<file path="config.mk">
export PLATFORM = sky130hd
export DESIGN_NAME = ex_flag_stage
export DESIGN_NICKNAME = d
export VERILOG_FILES = /design/src/rtl/ex_flag_stage_pkg.sv /design/src/rtl/ex_flag_stage_br_cond.sv /design/src/rtl/ex_flag_stage.sv
export SDC_FILE = /design/constraint.sdc
export NUM_CORES = 1
export LEC_CHECK = 0
export ABC_AREA = 1
export CORE_MARGIN = 3
export CORE_UTILIZATION = 55
export DETAILED_ROUTE_END_ITERATION = 12
export DONT_BUFFER_PORTS = 1
export GPL_TIMING_DRIVEN = 0
export PLACE_DENSITY = 0.74
export SYNTH_ARGS = -nofsm -noshare
export SYNTH_HDL_FRONTEND = slang
export SYNTH_SLANG_ARGS = --single-unit
</file>
<file path="constraint.sdc">
create_clock -name clk -period 1.45 [get_ports clk]
set_input_delay 0.3625 -clock clk [delete_from_list [all_inputs] [get_ports clk]]
set_output_delay 0.3625 -clock clk [all_outputs]
set_load 0.005 [all_outputs]
</file>
<file path="src/rtl/ex_flag_stage_pkg.sv">
// Shared encodings and constants for the EX flag stage.
package ex_flag_stage_pkg;

  localparam int unsigned DATA_W  = 16;
  localparam int unsigned CLASS_W = 2;
  localparam int unsigned CCC_W   = 3;

  localparam logic [DATA_W-1:0] SAT_POS = 16'h7FFF;
  localparam logic [DATA_W-1:0] SAT_NEG = 16'h8000;

  typedef enum logic [CLASS_W-1:0] {
    OP_PASS  = 2'b00,
    OP_ARITH = 2'b01,
    OP_LOGIC = 2'b10,
    OP_RSVD  = 2'b11
  } op_class_e;

  typedef enum logic [CCC_W-1:0] {
    CC_NZ = 3'b000,  // ~Z
    CC_Z  = 3'b001,  // Z
    CC_GT = 3'b010,  // ~Z & ~N
    CC_LT = 3'b011,  // N
    CC_GE = 3'b100,  // Z | (~Z & ~N)
    CC_LE = 3'b101,  // N | Z
    CC_V  = 3'b110,  // V
    CC_AL = 3'b111   // always
  } ccc_e;

endpackage

</file>
<file path="src/rtl/ex_flag_stage_br_cond.sv">
// Branch condition evaluation from a flag set and a condition code.
module br_cond
  import ex_flag_stage_pkg::*;
(
  input  logic [CCC_W-1:0] ccc,
  input  logic             Z,
  input  logic             V,
  input  logic             N,
  output logic             Br_taken
);

  // Decode the condition code against the supplied flags.
  always_comb begin
    Br_taken = 1'b0;
    case (ccc_e'(ccc))
      CC_NZ:   Br_taken = ~Z;
      CC_Z:    Br_taken = Z;
      CC_GT:   Br_taken = ~Z & ~N;
      CC_LT:   Br_taken = N;
      CC_GE:   Br_taken = Z | (~Z & ~N);
      CC_LE:   Br_taken = N | Z;
      CC_V:    Br_taken = V;
      CC_AL:   Br_taken = 1'b1;
      default: Br_taken = 1'b0;
    endcase
  end

endmodule

</file>
<file path="src/rtl/ex_flag_stage.sv">
// EX flag stage: saturates adder results, registers Z/V/N, evaluates branches.
// Optional build macro FLAG_BYPASS_EN forwards same-cycle flag updates to br_cond.
module ex_flag_stage
  import ex_flag_stage_pkg::*;
(
  input  logic               clk,
  input  logic               rst,
  input  logic               in_valid,
  output logic               in_ready,
  input  logic [CLASS_W-1:0] op_class,
  input  logic [DATA_W-1:0]  Sum,
  input  logic               pos_Ovfl,
  input  logic               neg_Ovfl,
  input  logic               flush,
  output logic               out_valid,
  input  logic               out_ready,
  output logic [DATA_W-1:0]  Result,
  output logic               Z,
  output logic               V,
  output logic               N,
  input  logic [CCC_W-1:0]   ccc,
  output logic               Br_taken
);

  logic              xfer;
  logic [DATA_W-1:0] sat;
  logic              z_nxt;
  logic              v_nxt;
  logic              n_nxt;
  logic              br_z;
  logic              br_v;
  logic              br_n;

  assign in_ready = ~out_valid | out_ready;
  assign xfer     = in_valid & in_ready & ~flush;

  // Saturated result and the flag values a transfer this cycle would write.
  always_comb begin
    sat   = Sum;
    z_nxt = Z;
    v_nxt = V;
    n_nxt = N;
    if (op_class_e'(op_class) == OP_ARITH) begin
      if (pos_Ovfl)      sat = SAT_POS;  // pos wins when both are flagged
      else if (neg_Ovfl) sat = SAT_NEG;
    end
    if (xfer) begin
      case (op_class_e'(op_class))
        OP_ARITH: begin
          z_nxt = (sat == '0);
          v_nxt = pos_Ovfl | neg_Ovfl;
          n_nxt = sat[DATA_W-1];
        end
        OP_LOGIC: z_nxt = (Sum == '0);
        default: ;
      endcase
    end
  end

  // Output register, valid tracking and flag registers.
  always_ff @(posedge clk) begin
    if (rst) begin
      out_valid <= 1'b0;
      Result    <= '0;
      Z         <= 1'b0;
      V         <= 1'b0;
      N         <= 1'b0;
    end else if (flush) begin
      out_valid <= 1'b0;
    end else if (xfer) begin
      out_valid <= 1'b1;
      Result    <= sat;
      Z         <= z_nxt;
      V         <= v_nxt;
      N         <= n_nxt;
    end else if (out_ready) begin
      out_valid <= 1'b0;
    end
  end

`ifdef FLAG_BYPASS_EN
  // z/v/n_nxt equal the registered flags whenever no transfer occurs.
  assign br_z = z_nxt;
  assign br_v = v_nxt;
  assign br_n = n_nxt;
`else
  assign br_z = Z;
  assign br_v = V;
  assign br_n = N;
`endif

  br_cond u_br_cond (
    .ccc      (ccc),
    .Z        (br_z),
    .V        (br_v),
    .N        (br_n),
    .Br_taken (Br_taken)
  );

endmodule

</file>
Word-level counts from Yosys, hierarchy flattened
Cells that the tools add are included.
{"block": "word_totals", "reg_bits": 20, "latchBits": 0, "ram_bits": 0, "mem_bits_ro": 0, "out_inout_bits": 22, "word_cells": 41, "mem_count": 0}
{"block": "op_classes", "add_sub_neg": 0, "multipliers": 0, "div_mod_pow": 0, "magnitude_cmp": 0, "eq_ne": 9, "n_shift": 0, "mux": 7, "n_bitwise": 11, "reduce_logical": 9}
{"cell": "$mux 16", "n": 3}
{"cell": "$logic_not 16->1", "n": 2}
{"cell": "$eq 3x3->1 const B", "n": 4}
{"cell": "$pmux 1 s8", "n": 1}
{"cell": "$eq 3x2->1 const B", "n": 2}
{"cell": "$reduce_and 3->1", "n": 2}
{"cell": "$not 1->1", "n": 4}
{"cell": "$or 1x1->1", "n": 4}
{"cell": "$reduce_bool 2->1", "n": 2}
{"cell": "$and 1x1->1", "n": 3}
{"cell": "$eq 3x1->1 const B", "n": 1}
{"cell": "$logic_not 3->1", "n": 1}
{"cell": "$eq 2x1->1 const B", "n": 1}
{"cell": "$eq 2x2->1 const B", "n": 1}
{"cell": "$mux 1", "n": 2}
{"cell": "$pmux 1 s2", "n": 1}
{"cell": "$reduce_and 2->1", "n": 1}
{"cell": "$reduce_or 2->1", "n": 1}

Logic depth before layout (Yosys ltp)
{"block": "depth", "word_depth": 5, "depth_mapped": 10, "mapped_depth_nobuf": 10}

Cells and area by module
A second synthesis with hierarchy kept.
{"block": "hier_totals", "hier_cells": 150, "area_unflattened_um2": 996.0}
{"mod": "ex_flag_stage", "n_inst": 1, "cells_per_inst": 131, "area_per_inst_um2": 919.6, "seq_area_each_um2": 400.4}
{"mod": "br_cond", "n_inst": 1, "cells_per_inst": 19, "area_per_inst_um2": 76.3, "seq_area_each_um2": 0.0}

Least setup slack after synthesis
No wires, ideal clock.
{"block": "synth_path", "kind": "input-to-output", "startpoint": "input port ccc[2]", "endpoint": "output port Br_taken", "t_arrival_ps": 988, "required_ps": 1087, "setup_slack_ps": 99, "stages": 4, "path_cell_list": "or2_2 nand2_1 o21ai_0 o31ai_1"}
{"block": "synth_between", "elab_chain_cells": 2}
{"element": "from (decl)", "line_no": "ex_flag_stage.sv:21", "source": "input logic [CCC_W-1:0] ccc,"}
{"element": "$eq 3x3->1, or another cell as far along", "line_no": "ex_flag_stage_br_cond.sv:15", "source": "case (ccc_e'(ccc))"}
{"element": "$pmux 1 s8 (*)", "line_no": "ex_flag_stage_br_cond.sv:15"}
{"element": "to (decl)", "line_no": "ex_flag_stage.sv:22", "source": "output logic Br_taken"}
Mark *: on every way between the ends. The rest lies on a longest branch, timed or not.

Worst setup path in the final report
{"block": "layout_path", "startpoint": "register N", "endpoint": "output port Br_taken"}
{"block": "layout_between", "elab_chain_cells": 4}
{"element": "from (decl)", "line_no": "ex_flag_stage.sv:20", "source": "output logic N,"}
{"element": "from (signal assigned)", "line_no": "ex_flag_stage.sv:75", "source": "N <= n_nxt;"}
{"element": "$not 1->1", "line_no": "ex_flag_stage_br_cond.sv:18, ex_flag_stage_br_cond.sv:20"}
{"element": "$and 1x1->1", "line_no": "ex_flag_stage_br_cond.sv:18, ex_flag_stage_br_cond.sv:20"}
{"element": "$or 1x1->1", "line_no": "ex_flag_stage_br_cond.sv:20", "source": "CC_GE: Br_taken = Z | (~Z & ~N);"}
{"element": "$pmux 1 s8 (*)", "line_no": "ex_flag_stage_br_cond.sv:15"}
Marked as above.

==> flow_metrics.py <==
metrics = {
    "status": {
        "status": "finished, violations left",
        "violations": "setup timing",
    },
    "clock_tree": {
        "clk_path_buf_depth": 2,
        "cts_buffers": 3,
        "cts.clk_slew.worst_paths_ps": 120,
        "clock_latency_ps": 310,
        "cts-root-buf": "clkbuf_4",
        "tritoncts": "yes",
        "hold_buffers": 0,
        "post-cts-setup-buffers": 0,
        "htreeDepth": 1,
        "clock-sinks": 20,
    },
    "power_and_ir_drop": {
        "intPower_uw": 929,
        "p_sw_uw": 311,
        "ir_drop_v": 0.000743,
        "p_comb_frac": 0.130,
        "clockPowerShare": 0.376,
        "leakage_nw": 0.540,
        "power_density_nw_per_um2": 1080,
        "power_frac_seq": 0.495,
        "switching_share": 0.251,
        "power.total_mw": 1.24,
    },
    "critical_path": {
        "required_ps": 1090,
        "start_kind": "flip-flop",
        "critPathKind": "reg2out",
        "worst_setup_path_end_kind": "output port",
        "arrival_ps": 1230,
        "path_max_fanout": 4,
    },
    "synthesis": {
        "ys_async_sr_fraction": 0,
        "ys_ff_latch": 20,
        "syn-num-nets": 179,
        "synthTopCellsByArea": "dfxtp_1, o21ai_0, nand2_1, a21oi_1, inv_1",
        "ys.flop_type": "dfxtp_1",
        "synthCells": 149,
        "synth_most_common_cell": "nand2_1",
        "syn_area_um2": 1040,
        "synth_top_area_frac": 0.383,
        "synthTopCellsByCount": "nand2_1, o21ai_0, dfxtp_1, a21oi_1, inv_1",
        "yosys_warnings": 0,
        "synth_edf_count": 0,
        "yosys.cell_types.count": 23,
        "post_synth.cell_area_avg_um2": 7.01,
        "seq_area_frac_synth": 0.383,
        "yosysTopAreaCell": "dfxtp_1",
    },
    "routing": {
        "drc": 0,
        "drt_iter0_drc": 28,
        "vias": 999,
        "avgViaCountPerCell": 5.61,
        "drt_pass1_iterations": 4,
        "ant_nets": 0,
        "wl_per_cell_um": 14.8,
        "finalWirelength_mm": 2.64,
    },
    "floorplanning": {
        "io_pins": 50,
        "dieArea_um2": 2460,
        "die_w_um": 49.6,
        "rows": 15,
        "die_y_um": 49.6,
        "core_area_um2": 1760,
        "initial_utilization": 0.592,
    },
    "placement": {
        "place_ws_ps": 8.00,
        "gp_congestion": 0.786,
        "hpwl_mm": 1.97,
        "placed_cell_area_um2": 1080,
        "port_buffers": 0,
    },
    "cells_and_area": {
        "fillCellCount": 176,
        "final_cell_area_um2": 1140,
        "area_delta_synth_final_pct": 9.46,
        "multi_input_area_um2": 553,
        "fin_util": 0.648,
        "antenna_cells": 0,
        "nets": 184,
        "drive_gt1_frac": 0.157,
        "ff_latch_area_um2": 402,
    },
    "timing": {
        "setup_violations": 1,
        "slew-limit-headroom": 0.743,
        "tightestPinTransition_ps": 386,
        "max_freq_ghz": 0.629,
        "report.final.slew_viol_count": 0,
        "rsz0062_at_grt": "true",
        "fin_crit_ps": 1590,
        "fin_ws_ps": -139,
        "hold_viol_final": 0,
        "fin_skew_ps": 6.79,
        "period_share": 1.10,
    },
    "global_routing": {
        "grt_use_total": 0.224,
        "grt_pass1_vias": 1014,
        "antenna_found_initial": 0,
        "grt_first_pass_wirelength_mm": 4.30,
        "grt_max_degree": 13,
        "gr-total-overflow": 0,
    },
    "min_path": {
        "min_path_type": "in2reg",
    },
    "flow_run": {
        "cap_violations": 0,
    },
}
[worst paths after layout]
| kind | cells after the start | startpoint | slack [ps] | to |
|---|---|---|---|---|
| min | 1 | rst | 100 | V |
| min reg2reg | 2 | V | 530 | V |
| max | 4 | N | -140 | Br_taken |
| max reg2reg | 7 | out_valid | 250 | Result[1] |
[timing repair]
action / in CTS / in global routing
endpoints found under the setup margin: 1 / 1
resized for setup: 6 / 0
pin swaps: 3 / 1
[cell type report]
class,count,area share
flip-flops and latches,20,0.351
plain buffers,5,0.0361
clock inverters,1,0.0263
inverters,17,0.0558
multi-input cells,107,0.484
well taps,25,0.0274
clock buffers,3,0.0197
[through the flow]
stage	cells	setup TNS [ps]	hold WS, ps
finish	178	-139	100
global route	178	-198	90.4
global placement	174	0	435
CTS	178	-205	105
detailed placement	174	0	440
floorplan	149	0	432
[power by group through the flow]
stage / Combinational, mW / Clock [mW] / Sequential (mW)
5_1_grt: 0.183 / 0.483 / 0.618
4_1_cts: 0.161 / 0.461 / 0.614
3_3_place_gp: 0.149 / 0 / 0.625
2_1_floorplan: 0.125 / 0 / 0.618
6_report: 0.161 / 0.466 / 0.613
3_5_place_dp: 0.153 / 0 / 0.626
[critical path, stage by stage, from the launching register on]
cell     delay, ps
dfxtp_2        360
or2_4          230
nand2_2         60
o21ai_2         50
o31ai_2        200
[registers in the layout, summed over array words and instances, names as in the netlist]
name       count
Result        16
N              1
V              1
Z              1
out_valid      1
[cell families (layout without fill, tap and decap cells)]
| group | after synthesis | in the layout | share of synthesized area |
|---|---|---|---|
| DFF | 20 | 20 | 0.383 |
| adders and majority gates | 2 | 2 | 0.0239 |
| buffers and inverters | 22 | 26 | 0.101 |
| AOI/OAI and AO/OA | 46 | 46 | 0.235 |
| and+or+nand+nor | 59 | 59 | 0.257 |
[cell usage in the layout, fill, tap and decap left out, drive strengths merged, types with 2 or more instances in the layout]
| cell | instances |
|---|---|
| nor2 | 18 |
| or2 | 2 |
| nand3 | 5 |
| ha | 2 |
| o21ai | 23 |
| buf | 4 |
| clkbuf | 4 |
| dfxtp | 20 |
| a31oi | 3 |
| a21oi | 17 |
| nand2 | 33 |
| inv | 17 |
[routing by layer]
metal  routed length (um)  track usage  part of all wire  vias to the layer above
met3                  238       0.0634             0.090                        7
met2                 1300        0.385              0.49                       45
met1                 1050        0.251              0.40                      452
met5                    0            0                 0                        -
met4                   55        0.106             0.021                        0
li1                     -            -                 -                      495
(Power assumes the default switching activity.)
